### src/rtl/dmem_pkg.sv
// Shared definitions for the data-memory load/store arbiter:
// RV32I load/store funct3 codes, FSM state encoding and a port-mask helper.
package dmem_pkg;

   localparam logic [2:0] LB  = 3'b000;
   localparam logic [2:0] LH  = 3'b001;
   localparam logic [2:0] LW  = 3'b010;
   localparam logic [2:0] LBU = 3'b100;
   localparam logic [2:0] LHU = 3'b101;

   localparam logic [2:0] SB  = 3'b000;
   localparam logic [2:0] SH  = 3'b001;
   localparam logic [2:0] SW  = 3'b010;

   typedef enum logic {
      IDLE    = 1'b0,
      RD_WAIT = 1'b1
   } state_t;

   // One-hot response/ready mask for a port index.
   function automatic logic [1:0] port_mask(input logic port);
      port_mask = port ? 2'b10 : 2'b01;
   endfunction

endpackage

### src/rtl/dmem_lane_align.sv
// Combinational byte-lane alignment for the 32-bit data BRAM.
// Store path turns right-aligned data into lane enables and replicated data;
// load path extracts and extends the addressed byte/half/word.
module dmem_lane_align
   import dmem_pkg::*;
(
   input  logic [2:0]  funct3,
   input  logic [1:0]  offset,
   input  logic [31:0] wdata,
   input  logic [31:0] dout,
   output logic [3:0]  st_we,
   output logic [31:0] st_din,
   output logic        st_err,
   output logic [31:0] ld_rdata,
   output logic        ld_err
);

   logic [31:0] lane_s;
   logic [7:0]  byte_s;
   logic [15:0] half_s;

   // Move the addressed lane down to bit 0 so byte/half extraction is uniform.
   always_comb begin
      lane_s = dout >> {offset, 3'b000};
      byte_s = lane_s[7:0];
      half_s = lane_s[15:0];
   end

   // Store lane enables, replicated data and legality check.
   always_comb begin
      st_we  = 4'b0000;
      st_din = 32'h0000_0000;
      st_err = 1'b0;
      case (funct3)
         SB: begin
            st_we  = 4'b0001 << offset;
            st_din = {4{wdata[7:0]}};
         end
         SH: begin
            if (offset[0]) begin
               st_err = 1'b1;
            end else begin
               st_we  = 4'b0011 << offset;
               st_din = {2{wdata[15:0]}};
            end
         end
         SW: begin
            if (offset != 2'b00) begin
               st_err = 1'b1;
            end else begin
               st_we  = 4'b1111;
               st_din = wdata;
            end
         end
         default: st_err = 1'b1;
      endcase
   end

   // Load extraction, sign/zero extension and legality check.
   always_comb begin
      ld_rdata = 32'h0000_0000;
      ld_err   = 1'b0;
      case (funct3)
         LB:  ld_rdata = {{24{byte_s[7]}}, byte_s};
         LBU: ld_rdata = {24'h00_0000, byte_s};
         LH: begin
            if (offset[0]) begin
               ld_err = 1'b1;
            end else begin
               ld_rdata = {{16{half_s[15]}}, half_s};
            end
         end
         LHU: begin
            if (offset[0]) begin
               ld_err = 1'b1;
            end else begin
               ld_rdata = {16'h0000, half_s};
            end
         end
         LW: begin
            if (offset != 2'b00) begin
               ld_err = 1'b1;
            end else begin
               ld_rdata = dout;
            end
         end
         default: ld_err = 1'b1;
      endcase
   end

endmodule

### src/rtl/dmem_lsu_arbiter.sv
// Two-port controller for the 32-bit data BRAM. Arbitrates between the core
// LSU (port 0) and the debug loader (port 1), performs byte-lane alignment,
// hides the one-cycle BRAM read latency and returns a per-port response pulse.
module dmem_lsu_arbiter
   import dmem_pkg::*;
#(
   parameter int ADDR_W = 10,
   parameter bit RR_EN  = 1'b1
) (
   input  logic                    i_clk,
   input  logic                    i_rst_n,
   input  logic [1:0]              i_req_valid,
   output logic [1:0]              o_req_ready,
   input  logic [1:0]              i_req_we,
   input  logic [5:0]              i_req_funct3,
   input  logic [2*(ADDR_W+2)-1:0] i_req_addr,
   input  logic [63:0]             i_req_wdata,
   output logic [1:0]              o_rsp_valid,
   output logic [31:0]             o_rsp_rdata,
   output logic                    o_rsp_err,
   output logic [ADDR_W-1:0]       o_bram_addr,
   output logic [3:0]              o_bram_we,
   output logic [31:0]             o_bram_din,
   input  logic [31:0]             i_bram_dout
);

   localparam int BA_W = ADDR_W + 2;

   state_t        state_r, state_n;
   logic          last_grant_r, last_grant_n;
   logic          owner_r, owner_n;
   logic [2:0]    cap_f3_r, cap_f3_n;
   logic [1:0]    cap_off_r, cap_off_n;
   logic [1:0]    rsp_valid_r, rsp_valid_n;
   logic [31:0]   rsp_rdata_r, rsp_rdata_n;
   logic          rsp_err_r, rsp_err_n;

   logic          gnt_s;
   logic          accept_s;
   logic          sel_we_s;
   logic [2:0]    sel_f3_s;
   logic [BA_W-1:0] sel_addr_s;
   logic [31:0]   sel_wdata_s;
   logic [2:0]    aln_f3_s;
   logic [1:0]    aln_off_s;
   logic [3:0]    st_we_s;
   logic [31:0]   st_din_s;
   logic          st_err_s;
   logic [31:0]   ld_rdata_s;
   logic          ld_err_s;

   // Pick the winning port; on a contest round-robin favours the port not last granted.
   always_comb begin
      gnt_s = 1'b0;
      if (i_req_valid == 2'b11) begin
         gnt_s = RR_EN ? ~last_grant_r : 1'b0;
      end else if (i_req_valid[1]) begin
         gnt_s = 1'b1;
      end else begin
         gnt_s = 1'b0;
      end
   end

   // Route the granted port's request fields and drive ready/accept.
   always_comb begin
      sel_we_s    = gnt_s ? i_req_we[1]              : i_req_we[0];
      sel_f3_s    = gnt_s ? i_req_funct3[5:3]        : i_req_funct3[2:0];
      sel_addr_s  = gnt_s ? i_req_addr[2*BA_W-1:BA_W] : i_req_addr[BA_W-1:0];
      sel_wdata_s = gnt_s ? i_req_wdata[63:32]       : i_req_wdata[31:0];
      accept_s    = (state_r == IDLE) && (i_req_valid != 2'b00);
      if (accept_s) begin
         o_req_ready = port_mask(gnt_s);
      end else begin
         o_req_ready = 2'b00;
      end
   end

   // The aligner sees the live request in IDLE and the captured load in RD_WAIT.
   always_comb begin
      if (state_r == RD_WAIT) begin
         aln_f3_s  = cap_f3_r;
         aln_off_s = cap_off_r;
      end else begin
         aln_f3_s  = sel_f3_s;
         aln_off_s = sel_addr_s[1:0];
      end
   end

   dmem_lane_align u_align (
      .funct3   (aln_f3_s),
      .offset   (aln_off_s),
      .wdata    (sel_wdata_s),
      .dout     (i_bram_dout),
      .st_we    (st_we_s),
      .st_din   (st_din_s),
      .st_err   (st_err_s),
      .ld_rdata (ld_rdata_s),
      .ld_err   (ld_err_s)
   );

   // BRAM drive: write lanes only for an accepted legal store (aligner zeroes them on error).
   always_comb begin
      o_bram_addr = sel_addr_s[BA_W-1:2];
      o_bram_din  = st_din_s;
      if (accept_s && sel_we_s) begin
         o_bram_we = st_we_s;
      end else begin
         o_bram_we = 4'b0000;
      end
   end

   // FSM next state, load capture and response formation.
   always_comb begin
      state_n      = state_r;
      last_grant_n = last_grant_r;
      owner_n      = owner_r;
      cap_f3_n     = cap_f3_r;
      cap_off_n    = cap_off_r;
      rsp_valid_n  = 2'b00;
      rsp_rdata_n  = 32'h0000_0000;
      rsp_err_n    = 1'b0;
      case (state_r)
         IDLE: begin
            if (accept_s) begin
               last_grant_n = gnt_s;
               if (sel_we_s) begin
                  rsp_valid_n = port_mask(gnt_s);
                  rsp_err_n   = st_err_s;
               end else if (ld_err_s) begin
                  rsp_valid_n = port_mask(gnt_s);
                  rsp_err_n   = 1'b1;
               end else begin
                  owner_n   = gnt_s;
                  cap_f3_n  = sel_f3_s;
                  cap_off_n = sel_addr_s[1:0];
                  state_n   = RD_WAIT;
               end
            end else begin
               state_n = IDLE;
            end
         end
         RD_WAIT: begin
            rsp_valid_n = port_mask(owner_r);
            rsp_rdata_n = ld_rdata_s;
            state_n     = IDLE;
         end
         default: state_n = IDLE;
      endcase
   end

   // State, arbitration history, captured load context and registered response.
   always_ff @(posedge i_clk or negedge i_rst_n) begin
      if (!i_rst_n) begin
         state_r      <= IDLE;
         last_grant_r <= 1'b1;
         owner_r      <= 1'b0;
         cap_f3_r     <= 3'b000;
         cap_off_r    <= 2'b00;
         rsp_valid_r  <= 2'b00;
         rsp_rdata_r  <= 32'h0000_0000;
         rsp_err_r    <= 1'b0;
      end else begin
         state_r      <= state_n;
         last_grant_r <= last_grant_n;
         owner_r      <= owner_n;
         cap_f3_r     <= cap_f3_n;
         cap_off_r    <= cap_off_n;
         rsp_valid_r  <= rsp_valid_n;
         rsp_rdata_r  <= rsp_rdata_n;
         rsp_err_r    <= rsp_err_n;
      end
   end

   assign o_rsp_valid = rsp_valid_r;
   assign o_rsp_rdata = rsp_rdata_r;
   assign o_rsp_err   = rsp_err_r;

endmodule

### config.mk
export PLATFORM = sky130hd
export DESIGN_NAME = dmem_lsu_arbiter
export DESIGN_NICKNAME = d
export VERILOG_FILES = /design/src/rtl/dmem_pkg.sv /design/src/rtl/dmem_lane_align.sv /design/src/rtl/dmem_lsu_arbiter.sv
export SDC_FILE = /design/constraint.sdc
export NUM_CORES = 1
export LEC_CHECK = 0
export ABC_AREA = 1
export BUFFER_PORTS_ARGS = -buffer_cell sky130_fd_sc_hd__buf_2
export CAP_MARGIN = 30
export CORE_MARGIN = 1
export CORE_UTILIZATION = 48
export DETAILED_ROUTE_END_ITERATION = 12
export HOLD_SLACK_MARGIN = 0.1
export PLACE_DENSITY_LB_ADDON = 0.2
export SLEW_MARGIN = 0
export SYNTH_ARGS = -nofsm -noshare
export SYNTH_HDL_FRONTEND = slang
export SYNTH_HIERARCHICAL = 1
export SYNTH_SLANG_ARGS = --single-unit
### constraint.sdc
create_clock -name i_clk -period 4.9 [get_ports i_clk]
set_clock_uncertainty 0.05 [all_clocks]
set_input_delay 0.245 -clock i_clk [delete_from_list [all_inputs] [get_ports i_clk]]
set_output_delay 0.245 -clock i_clk [all_outputs]
set_load 0.02 [all_outputs]
==> results.md, run 1 <==
Clocking:
- The H-tree was split into 2 levels.
- Clock-pin slew was measured on the worst setup and hold paths at 0.09 ns.
- The root buffer cell is sky130_fd_sc_hd__clkbuf_8.
- The clock reaches the later pin of the worst-skew pair after 0.29 ns.
- Counting the buffers created by CTS gives 5.
- Once the clock tree was built, the setup fixing pass inserted 0 buffers.
- TritonCTS built the clock tree.
- No sink is reached through more buffers than the 2 on the longest clock path.
- Clock tree synthesis found a total of 43 sinks.

Timing:
- The number of hold violations in the final report is 0.
- For the pin with the worst max-slew slack, the measured transition is 0.9174 ns.
- For this run, the top clock speed supported by timing is 277.3 MHz.
- The fraction of the cycle the final worst path needs is 0.7361.
- The setup TNS is 0 ns.
- The number of setup violations in the final report is 0.
- The worst pin sits at a relative slew slack of 0.3884.
- The tightest hold margin is 0.2197 ns.
- The final critical-path required period is 3.607 ns.
- The number of pins exceeding their max-slew limit in the final report is 0.
- Setup repair after global routing left no endpoint under its margin.

Floorplanning:
- Row generation in the floorplan step produced 31 rows.
- From left edge to right edge, the die measures 89.68 µm.
- The area enclosed by the die boundary is 8042 µm².
- The core area is 7331 µm².
- The floorplan step set the die height to 89.68 µm.
- The number of top-level design ports is 215.
- The effective utilization at floorplan is 0.5033.

Worst setup path:
- The number of cells on the worst reg-to-reg path is 11.
- The endpoint identified for the worst register-to-register timing path is o_rsp_rdata[20]$_DFF_PN0_.
- Of all nets on the critical path, the largest fanout is 51.
- At the worst endpoint, the arrival time is 3.31 ns.
- The worst setup path is launched from a flip-flop.
- The launch instance of the worst register-to-register path is last_grant_r$_DFFE_PN1P_.
- The required time at the endpoint of the critical path is 4.61 ns.
- The worst setup path is captured at a primary output.
- The worst register-to-register path has a setup slack of 1.58 ns.
- The category of the critical setup timing path is reg -> out.

Logic synthesis:
- For this run, the register share of the synthesized area comes to 0.2920.
- Yosys printed 6 warnings.
- The number of synthesized register bits is 43.
- The unique cell type count in the Yosys netlist is 25.
- The dominant synthesized flop cell is sky130_fd_sc_hd__dfrtp_1.
- In this run the mean area of a mapped cell was 5.783 µm².
- When the netlist entered floorplanning its net count stood at 770.
- After synthesis, the cell types taking the most area are sky130_fd_sc_hd__nand2_1, sky130_fd_sc_hd__dfrtp_1, sky130_fd_sc_hd__nand3_1.
- The cell taking the most area after synthesis is sky130_fd_sc_hd__nand2_1.
- The synthesized netlist occupies a cell area of 3690 µm².
- The proportion of register bits with asynchronous set or reset after synthesis is 1.000.
- The number of synthesized flops with an enable pin is 0.
- The instance count of the mapped netlist is 638.
- The share of the synthesized area in the top cell type is 0.3347.

Worst hold path:
- The beginning of the worst hold path is i_bram_dout[6].
- The worst hold path terminates at o_rsp_rdata[6]$_DFF_PN0_.
- The worst min-delay path class is in -> reg.
- Counting instances, the worst hold path has a depth of 5.

Routing:
- In the routed design, unresolved DRC markers number 0.
- Using the TritonRoute via totals, the vias-per-cell ratio works out to 5.126.
- After detailed routing, the average wire length per cell comes to 13.03 µm.
- For this block, the via count after detailed routing is 4711.
- Once detail routing completed, the nets flagged for antenna violations numbered 0.
- The pre-antenna-repair detailed-routing pass consisted of 5 iterations.
- The post-detailed-routing wire length is 11970 µm.
- The detailed router finished its first iteration with 567 violations.

Finish:
- The library cells used most frequently in the layout, excluding fill and tap cells, are sky130_fd_sc_hd__nand2_1, sky130_fd_sc_hd__buf_2, sky130_fd_sc_hd__nand3_1, sky130_fd_sc_hd__inv_1, sky130_fd_sc_hd__dfrtp_1.
- Counting the fill cells in the layout gives 712.
- The final-stage net count is 951.
- The synthesis-to-finish area growth is 28.21%.
- After routing the design area is 4731 µm².
- The most common cell after layout, fill and taps aside is sky130_fd_sc_hd__nand2_1.
- Of the cells placed in the final design, the portion with a size suffix greater than 1 is 0.3024.
- 0 antenna diodes ended up in the layout.

Placed design:
- The HPWL after detailed placement is 9332 µm.
- The cell area after placement is 4628 µm².
- The number of port buffers is 214.
- Routability-driven placement finished with a final weighted congestion of 0.9139.

Power:
- Total power for the finished layout comes to 2.235 mW.
- The worst-case vdd ir drop is 259.1 µV.
- The static power due to leakage is 3.296 nW.
- For this design the ratio of total power to cell area is 472.5 nW/µm².

Global routing:
- The remaining global-route overflow is 0.
- The largest net degree at the start of global routing is 52.
- In the global route stage, overall resource usage came out at 0.2974.
- The wire length of the first global-routing pass is 18620 µm.
- The number of antenna violations at the first check in global routing is 0.
- The via count of the first global-routing pass is 4247.

Outcome:
- The flow ran to the end, and the final reports show no timing, DRC or antenna violations.

Run:
- The max-capacitance violation count is 0.
## cell type report
type | count | area, µm² | area share
Multi-Input combinational cell | 491 | 2105 | 0.4449
Clock inverter | 3 | 23.77 | 0.005025
Clock buffer | 5 | 68.82 | 0.01455
Tap cell | 99 | 123.9 | 0.02618
Sequential cell | 43 | 1077 | 0.2277
Timing Repair Buffer | 219 | 1111 | 0.2349
Inverter | 59 | 221.5 | 0.04681
## through the flow
| step | setup WS [ns] | instances | util |
|---|---|---|---|
| finish | 1.293 | 919 | 0.6453 |
| CTS | 1.285 | 919 | 0.6453 |
| global route | 0.9278 | 919 | 0.6453 |
| detailed placement | 1.640 | 910 | 0.6313 |
| floorplan | 2.370 | 638 | - |
| global placement | 1.736 | 910 | 0.6313 |
## critical path, stage by stage (launching register included)
cell and delay [ns]:
sky130_fd_sc_hd__dfstp_2 0.55, sky130_fd_sc_hd__nand2_2 0.11, sky130_fd_sc_hd__nand2_4 0.39, sky130_fd_sc_hd__nand2_1 0.13, sky130_fd_sc_hd__a31oi_1 0.48, sky130_fd_sc_hd__nand2_1 0.21, sky130_fd_sc_hd__nor2_4 0.58, sky130_fd_sc_hd__a21oi_1 0.12
sky130_fd_sc_hd__nand2_1 0.10, sky130_fd_sc_hd__inv_1 0.04, sky130_fd_sc_hd__nor2_1 0.11, sky130_fd_sc_hd__buf_2 0.18
## state kept, by name, summed over array words and instances (netlist names)
register	cells
o_rsp_rdata	32
owner_r	1
o_rsp_valid	2
state_r	1
o_rsp_err	1
last_grant_r	1
cap_f3_r	3
cap_off_r	2
## logic make-up (layout without fill, tap and decap cells)
family                 Yosys count  in the layout  share of synthesized area
AOI/OAI and AO/OA               19             19                    0.02746
buffers and inverters          104            286                     0.1407
DFF                             43             43                     0.2920
and+or+nand+nor                472            472                     0.5398
## how the worst max path moves through the flow
stage	endpoint	slack, ns	cells after the start	start
after floorplan	o_bram_we[1]	2.37	12	last_grant_r$_DFFE_PN1P_
after global placement	o_rsp_rdata[20]$_DFF_PN0_	1.74	11	last_grant_r$_DFFE_PN1P_
after detailed placement	o_rsp_rdata[20]$_DFF_PN0_	1.64	11	last_grant_r$_DFFE_PN1P_
after CTS	o_bram_we[3]	1.28	11	last_grant_r$_DFFE_PN1P_
after global routing	o_bram_we[2]	0.93	11	last_grant_r$_DFFE_PN1P_
final	o_bram_we[3]	1.29	11	last_grant_r$_DFFE_PN1P_
## layer usage
metal / track usage / vias to the layer above / wire length [µm]
met3: 0.02468 / 41 / 920
met2: 0.5365 / 266 / 6070
met5: 0 / - / 0
met1: 0.3498 / 2086 / 4490
met4: 0.1587 / 0 / 490
li1: - / 2318 / -
## timing repair
action,in CTS,in global routing
hold buffers,1,0
hold endpoints to repair,42,0
gates resized for setup,0,0
setup endpoints to repair,0,0
## report_power, final
| group | switching [mW] | internal, mW |
|---|---|---|
| logic | 1.10 | 0.447 |
| registers | 0.0268 | 0.432 |
| clock network | 0.129 | 0.102 |
## synthesized netlist by cell type (2+ instances only)
cell type	number
sky130_fd_sc_hd__buf_6	7
sky130_fd_sc_hd__inv_1	54
sky130_fd_sc_hd__a21oi_1	2
sky130_fd_sc_hd__nand2_1	329
sky130_fd_sc_hd__nand4_1	9
sky130_fd_sc_hd__a31oi_1	5
sky130_fd_sc_hd__buf_2	19
sky130_fd_sc_hd__nor2_2	2
sky130_fd_sc_hd__inv_2	5
sky130_fd_sc_hd__buf_4	14
sky130_fd_sc_hd__nand2_2	6
sky130_fd_sc_hd__nor2_4	2
sky130_fd_sc_hd__nand3_1	94
sky130_fd_sc_hd__buf_1	3
sky130_fd_sc_hd__nor2_1	24
sky130_fd_sc_hd__dfrtp_1	42
sky130_fd_sc_hd__nand2_4	2
sky130_fd_sc_hd__clkbuf_1	2
sky130_fd_sc_hd__o21ai_0	11
Power figures use the tool's default switching activity.
==> run 2, diff against run 1 <==
--- a/config.mk
+++ b/config.mk
@@ -9,7 +9,7 @@
 export BUFFER_PORTS_ARGS = -buffer_cell sky130_fd_sc_hd__buf_2
 export CAP_MARGIN = 30
 export CORE_MARGIN = 1
-export CORE_UTILIZATION = 48
+export CORE_UTILIZATION = 45
 export DETAILED_ROUTE_END_ITERATION = 12
 export HOLD_SLACK_MARGIN = 0.1
 export PLACE_DENSITY_LB_ADDON = 0.2
==> constraint.sdc (replaced) <==
create_clock -name i_clk -period 3.63 [get_ports i_clk]
set_clock_uncertainty 0.05 [all_clocks]
set_input_delay 0.1815 -clock i_clk [delete_from_list [all_inputs] [get_ports i_clk]]
set_output_delay 0.1815 -clock i_clk [all_outputs]
set_load 0.02 [all_outputs]
==> results.md, run 2 (same netlist as run 1, synthesis figures left out) <==
Placed design:
- The number of port buffers is 214.
- The pre-CTS setup slack is 0.7962 ns.
- In this run the cell area measured after placement is 4654 µm².
- The HPWL after detailed placement is 9728 µm.
- Routability-driven placement finished with a final weighted congestion of 0.9032.

Global routing:
- The total overflow left after global routing is 0.
- The via count of the first global-routing pass came to 4325.
- Entering global routing, the biggest net connects 47 pins.
- The overall fraction of global-route tracks in use is 0.2916.
- The number of antenna violations at the first check in global routing came to 0.
- The wire length of the first global-routing pass is 19900 µm.

Routing:
- The total via count in the routed design is 4729.
- In this run, the number of DRC markers left after iteration 0 of detailed routing was 295.
- For this block, the routed nets add up to 12420 µm of wire.
- The post-detailed-route wirelength per cell is 13.41 µm.
- The remaining antenna violation count after routing is 0.
- Dividing the detail-routed via count by the number of cells gives 5.107.
- The first detailed-routing pass ran for 5 iterations.
- For this run, design rule violations remaining after detail routing come to 0.

Clocking:
- The TritonCTS buffer count is 5.
- The clock input transition at the sequential cells of the worst setup and hold paths is 0.09 ns.
- The clock insertion delay at the later pin of the skew report is 0.30 ns.
- The clock sink count is 43.
- The number of cells upsized or downsized after cts is 0.
- TritonCTS built the clock tree.
- The longest clock path from root to sink contains 2 buffers.
- The maximum level of the CTS H-tree is 2.
- The root buffer cell is sky130_fd_sc_hd__clkbuf_8.

Finish:
- The final layout contains 955 nets.
- The finished cells cover 4800 µm².
- The total inserted antenna cells is 0.
- Fill cells in the final layout number 823.
- The synthesis-to-finish area growth is 30.08%.
- The share of layout cells above drive strength 1 is 0.3058.
- Leaving out fill and tap cells, the most frequent cell in the layout is sky130_fd_sc_hd__nand2_1.
- The library cells used most frequently in the layout, excluding fill and tap cells, are sky130_fd_sc_hd__nand2_1, sky130_fd_sc_hd__buf_2, sky130_fd_sc_hd__nand3_1, sky130_fd_sc_hd__inv_1, sky130_fd_sc_hd__dfrtp_1.
- The register with the most flip-flops in the layout has 32 of them.

Worst setup path:
- For the worst setup path, the data arrival time is 2.95 ns.
- On the worst path, the slowest cell contributes a delay of 0.54 ns.
- In this run the worst path has a maximum fanout of 22.
- The required time at the endpoint of the critical path is 3.40 ns.
- The critical path goes through nand2_2 > nand3_1 > a31oi_1 > buf_4 > nor2_4 > inv_2 > nor2_4 > buf_4 > nand2_1 > nand3_1 > buf_2.
- STA classifies the critical path endpoint as a primary output.
- The category of the critical setup timing path is reg -> out.
- The nature of the critical path startpoint is a flip-flop.
- The standard cell with the maximum stage delay on the critical path is sky130_fd_sc_hd__dfstp_2.

Floorplanning:
- The width of the die is 92.55 µm.
- The initial utilization of the core area, before any placement, comes to 0.4702.
- The floorplan step defined a core boundary enclosing 7848 µm².
- The number of rows created at floorplan is 32.
- The area enclosed by the die boundary is 8566 µm².
- The vertical extent of the die is 92.55 µm.
- Pin placement for this block handled 215 I/O pins.

Power:
- The worst-case vdd ir drop is 270.1 µV.
- The areal power density over the cells is 650.3 nW/µm².
- The static power due to leakage is 3.334 nW.

Timing:
- Of the available clock period, the critical path in the final layout requires 0.8759.
- The number of pins exceeding their max-slew limit in the final report is 0.
- The number of hold violations in the final report was 0.
- After layout, the minimum clock period comes to 3.180 ns.
- In this run the tightest slew margin relative to its limit is 0.4527.
- The number of setup violations in the final report is 0.
- The setup TNS is 0 ns.
- For the pin with the worst max-slew slack, the measured transition is 0.8165 ns.
- The peak clock frequency supported by timing is 314.5 MHz.
- Setup repair after global routing left no endpoint under its margin.
- The smallest setup slack after layout is 0.4504 ns.

Run:
- The max-capacitance violation count is 0.

Outcome:
- The run finished with clean final reports.

Worst hold path:
- The worst hold path belongs to the class in -> reg.
## run 2: cell type report
cell class	instances	area [µm²]	share of cell area
Multi-Input combinational cell	491	2105	0.4385
Timing Repair Buffer	223	1154	0.2404
Sequential cell	43	1077	0.2245
Inverter	59	221.5	0.04614
Tap cell	102	127.6	0.02659
Clock buffer	5	68.82	0.01434
Clock inverter	3	46.29	0.009645
## run 2: metrics by stage
| step | cells | power (mW) | hold slack [ns] | util |
|---|---|---|---|---|
| final | 926 | 3.121 | 0.1389 | 0.6116 |
| after floorplan | 638 | 2.163 | -0.1641 | - |
| after global routing | 926 | 3.381 | 0.1494 | 0.6116 |
| after detailed placement | 916 | 2.730 | 0.3459 | 0.5931 |
| after CTS | 925 | 3.120 | 0.1378 | 0.6091 |
| after global placement | 916 | 2.706 | 0.3293 | 0.5931 |
## run 2: where the power goes
part / total (mW) / internal [mW] / switching [mW]
clock: 0.390 / 0.208 / 0.183
combinational: 2.11 / 0.618 / 1.49
sequential: 0.621 / 0.583 / 0.0382
## run 2: final timing paths
kind,startpoint,end,slack (ns),depth (start not counted)
setup / recovery,last_grant_r$_DFFE_PN1P_,o_bram_din[28],0.45,11
hold / removal,i_bram_dout[2],o_rsp_rdata[2]$_DFF_PN0_,0.14,5
setup reg to reg,last_grant_r$_DFFE_PN1P_,o_rsp_rdata[27]$_DFF_PN0_,0.83,15
hold reg to reg,cap_f3_r[1]$_DFFE_PN0P_,cap_f3_r[1]$_DFFE_PN0P_,0.44,2
max in group asynchronous,i_rst_n,last_grant_r$_DFFE_PN1P_,2.91,3
min in group asynchronous,i_rst_n,o_rsp_valid[0]$_DFF_PN0_,0.15,2
## run 2: worst max-delay path: cells and delay by family, from the launching register on
family,cells,cell delay [ns]
flip-flops,1,0.54
buffers and inverters,4,0.82
AO/OA/AOI/OAI,1,0.10
AND/OR/NAND/NOR,6,1.17
## run 2: per-layer routing
layer  global-route usage  share of wire
met5                    0              0
met4               0.1419          0.041
met3              0.02874          0.066
met2               0.5327           0.51
met1               0.3376           0.38
## run 2: repair_timing
action	4_1_cts	5_1_grt
hold buffers	1	0
endpoints found under the hold margin	42	0
setup buffers	0	0
==> run 3, diff against run 2 <==
--- a/config.mk
+++ b/config.mk
@@ -5,11 +5,11 @@
 export SDC_FILE = /design/constraint.sdc
 export NUM_CORES = 1
 export LEC_CHECK = 0
-export ABC_AREA = 1
+export ABC_AREA = 0
 export BUFFER_PORTS_ARGS = -buffer_cell sky130_fd_sc_hd__buf_2
 export CAP_MARGIN = 30
 export CORE_MARGIN = 1
-export CORE_UTILIZATION = 45
+export CORE_UTILIZATION = 44
 export DETAILED_ROUTE_END_ITERATION = 12
 export HOLD_SLACK_MARGIN = 0.1
 export PLACE_DENSITY_LB_ADDON = 0.2
==> results.md, run 3 <==
Routing:
- The detailed route wirelength on metal2 is 5469 µm.
- The detailed router finished its first iteration with 208 violations.
- The post-detailed-routing wire length is 10890 µm.
- The routed design uses 770 µm of met3 wire.
- The via density per instance is 5.411.
- In the final routed layout, each cell accounts on average for 16.48 µm.
- The number of design rule violations left after detail routing is 0.
- Once detail routing completed, the nets flagged for antenna violations numbered 0.
- The routed layout has 3577 vias.
- The detailed-router iteration count before antenna repair is 4.
- After detailed routing, the wire length on met1 is 4530 µm.
- Routed signal wires occupy layers up through met4.

Worst setup path:
- The longest individual stage delay on the worst path is 0.49 ns.
- The standard cell with the maximum stage delay on the critical path is sky130_fd_sc_hd__or3b_4.
- For flop-to-flop paths, the worst setup slack is 0.48 ns.
- The worst register-to-register path begins at last_grant_r$_DFFE_PN1P_.
- The category of the critical setup timing path is reg -> out.
- The maximum fanout count along the critical path is 24.
- Traced cell by cell, the critical path runs through a21boi_4 > mux2_2 > mux2_2 > or3b_4 > a211oi_4 > a22o_1 > buf_2.
- The data arrival time of the critical path is 3.16 ns.
- The count of buffering cells on the critical path with inverters included is 1.
- The capturing element type of the critical path is a primary output.
- Measured in cells, the most critical reg-to-reg path has a length of 7.
- The destination of the worst register-to-register timing path is o_rsp_rdata[15]$_DFF_PN0_.
- The required time at the endpoint of the critical path is 3.40 ns.
- The most common cell type on the critical path is sky130_fd_sc_hd__mux2_2.
- STA classifies the critical path startpoint as a flip-flop.
- The category of cells accounting for the largest share of critical-path delay is compound AO/OA/AOI/OAI gates.

Timing:
- Setup repair after global routing left no endpoint under its margin.
- The smallest setup slack after layout is 0.2414 ns.
- The peak clock frequency supported by timing is 295.1 MHz.
- The number of hold violations in the final report is 0.
- The clock period could shrink to 3.389 ns.
- Of the available clock period, the critical path in the final layout requires 0.9335.
- Summed over all failing endpoints, the final setup total negative slack is 0 ns.
- At the pin with the least slew margin, the transition time is 0.7417 ns.
- Setup violations remaining at the end of the flow were counted as 0.
- The number of pins exceeding their max-slew limit in the final report is 0.
- Measured against its own limit, the worst slew margin works out to 0.5055.
- The tightest hold margin is 0.1854 ns.

Floorplanning:
- The initialized floorplan defines 32 standard-cell rows.
- The floorplan step defined a die boundary enclosing 8512 µm².
- The core area is 7807 µm².
- 215 I/O pins were placed.
- In this run the horizontal extent of the chip is 92.26 µm.
- The effective utilization at floorplan is 0.4591.
- The die is 92.26 µm tall.

Logic synthesis:
- The cell with the most instances after synthesis is sky130_fd_sc_hd__mux2_2.
- The synthesized net count is 505.
- The number of warnings reported in the yosys synthesis log is 6.
- Ranked by total cell area, the synthesized netlist is headed by sky130_fd_sc_hd__dfrtp_1, sky130_fd_sc_hd__mux2_2, sky130_fd_sc_hd__and2_1.
- The synthesized design contains 43 register bits.
- The cell taking the most area after synthesis is sky130_fd_sc_hd__dfrtp_1.
- The synthesized design contains 0 enable-type register cells.
- Ranked by instance count, the synthesized netlist is headed by sky130_fd_sc_hd__mux2_2, sky130_fd_sc_hd__dfrtp_1, sky130_fd_sc_hd__and2_1, sky130_fd_sc_hd__nand3_1, sky130_fd_sc_hd__a22o_1.
- The dominant synthesized flop cell is sky130_fd_sc_hd__dfrtp_1.
- The share of synthesized area in the top cell type comes to 0.2932.
- The unique cell type count in the Yosys netlist is 54.
- The instance count of the mapped netlist is 373.
- Averaged over all synthesized cells, the footprint is 9.610 µm².
- After synthesis the cells add up to 3585 µm².
- The sequential area share after synthesis is 0.3005.
- The proportion of register bits with asynchronous set or reset after synthesis is 1.000.

Clocking:
- For this design, the sink count on the clock tree is 43.
- The post-CTS setup-driven buffer insertion count is 0.
- The clock input transition at the sequential cells of the worst setup and hold paths is 0.08 ns.
- Clock tree synthesis inserted a total of 5 buffers.
- The later pin in the worst-skew pair is clocked with a latency of 0.29 ns.
- The clock tree buffer depth is 2.
- The maximum level of the CTS H-tree is 2.
- CTS placed an instance of sky130_fd_sc_hd__clkbuf_8 at the clock tree root.
- The TritonCTS clock tree is done.

Finish:
- The area growth from synthesis to layout is 31.31%.
- The most common cell after layout, fill and taps aside is sky130_fd_sc_hd__buf_2.
- Fill cells in the final layout number 726.
- In the layout the commonest cells are sky130_fd_sc_hd__buf_2, sky130_fd_sc_hd__mux2_2, sky130_fd_sc_hd__dfrtp_1, sky130_fd_sc_hd__and2_1, sky130_fd_sc_hd__nand3_1.
- The repair_antennas step left the layout with diodes totalling 0.
- The share of layout cells above drive strength 1 is 0.5420.
- The final-stage net count is 690.
- In the final layout, flip-flops and latches occupy 1077 µm².
- The number of flip-flops under the largest register name is 32.
- The combined area of the multi-input logic cells is 2205 µm².
- The post-route non-filler standard cell count is 661.

Global routing:
- The via count of the first global-routing pass is 3441.
- Entering global routing, the biggest net connects 44 pins.
- The number of antenna violations at the first check in global routing came to 0.
- The wire length of the first global-routing pass is 16990 µm.
- Summed over all layers, the global routing overflow is 0.
- The overall fraction of global-route tracks in use is 0.2538.

Worst hold path:
- The path with the worst hold slack has its endpoint at o_rsp_rdata[6]$_DFF_PN0_.
- The worst hold path belongs to the class in -> reg.
- Along the worst hold path, the cell count comes to 3.
- The beginning of the worst hold path is i_bram_dout[6].

Placed design:
- Summed over all nets, the half-perimeter wirelength after detailed placement is 8526 µm.
- The count of buffers added on input and output ports is 214.
- At the placement stage, the worst setup path has a slack of 0.5045 ns.
- The weighted congestion reported at the end of routability-driven placement is 0.8823.
- The number of cells in the design after placement is 651.

Run:
- The tool flagged a number of max-cap violations equal to 0.

Power:
- The static power due to leakage is 2.561 nW.
- The areal power density over the cells is 533.2 nW/µm².
- Across the VDD grid, the largest voltage drop is 216.1 µV.

Outcome:
- The flow ran to the end, and the final reports show no timing, DRC or antenna violations.
[run 3: cell types whose count changed in the layout (fill, tap and decap cells not counted), sizes merged, moves of 19 or more]
cell / before / now
mux2: 0 / 62
nand3: 96 / 37
inv: 60 / 8
a22o: 0 / 19
and2: 0 / 38
nand2: 337 / 5
[run 3: how the worst max path moves through the flow]
stage | from | endpoint | slack, ns | cells after the start
after floorplan | last_grant_r$_DFFE_PN1P_ | cap_f3_r[0]$_DFFE_PN0P_ | 0.91 | 10
after global placement | last_grant_r$_DFFE_PN1P_ | o_bram_din[18] | 0.58 | 7
after detailed placement | last_grant_r$_DFFE_PN1P_ | o_rsp_rdata[15]$_DFF_PN0_ | 0.50 | 7
after CTS | last_grant_r$_DFFE_PN1P_ | o_bram_din[18] | 0.18 | 7
after global routing | last_grant_r$_DFFE_PN1P_ | o_bram_din[18] | 0.09 | 8
final | last_grant_r$_DFFE_PN1P_ | o_bram_din[8] | 0.24 | 7
[run 3: layer usage]
layer | GRT usage | vias to the layer above
met3 | 0.05141 | 11
met2 | 0.4366 | 153
met4 | 0.05990 | 0
met1 | 0.3259 | 1681
li1 | - | 1732
met5 | 0 | -
[run 3: repair_timing]
| action | CTS | global route |
|---|---|---|
| hold buffers | 1 | 0 |
| gates resized for setup | 0 | 1 |
| setup endpoints to repair | 0 | 1 |
| endpoints found under the hold margin | 42 | 0 |
[run 3: area by class of cell]
class                   count  share of cell area
clock buffers               7             0.01621
multi-input cells         276              0.4684
well taps                 102             0.02711
inverters                   8            0.006380
clock inverters             1            0.006380
repair buffers            224              0.2467
flip-flops and latches     43              0.2289
[run 3: through the flow]
stage	power (mW)	area (µm²)	util
finish	2.510	4707	0.6029
global route	2.672	4707	0.6029
CTS	2.505	4684	0.6000
detailed placement	2.138	4568	0.5851
global placement	2.116	4568	0.5851
floorplan	1.777	3585	-
[run 3: power breakdown]
part           switching [mW]  leakage, nW  internal (mW)
clock                   0.156       0.0524          0.206
sequential             0.0383        0.577          0.571
combinational           0.902         1.93          0.637
total                    1.10         2.56           1.41
[run 3: cells by family after synthesis]
kind of cell / share of synthesized area
simple gates: 0.2168
buf+inv: 0.08726
flops: 0.3005
compound gates: 0.1686
mux: 0.2244
xor+xnor: 0.002444
[run 3: tightest hold or removal path, delay by kind of cell]
kind / cells / cell delay, ns
AND/OR/NAND/NOR: 1 / 0.12
AO/OA/AOI/OAI: 1 / 0.11
buffers and inverters: 1 / 0.08
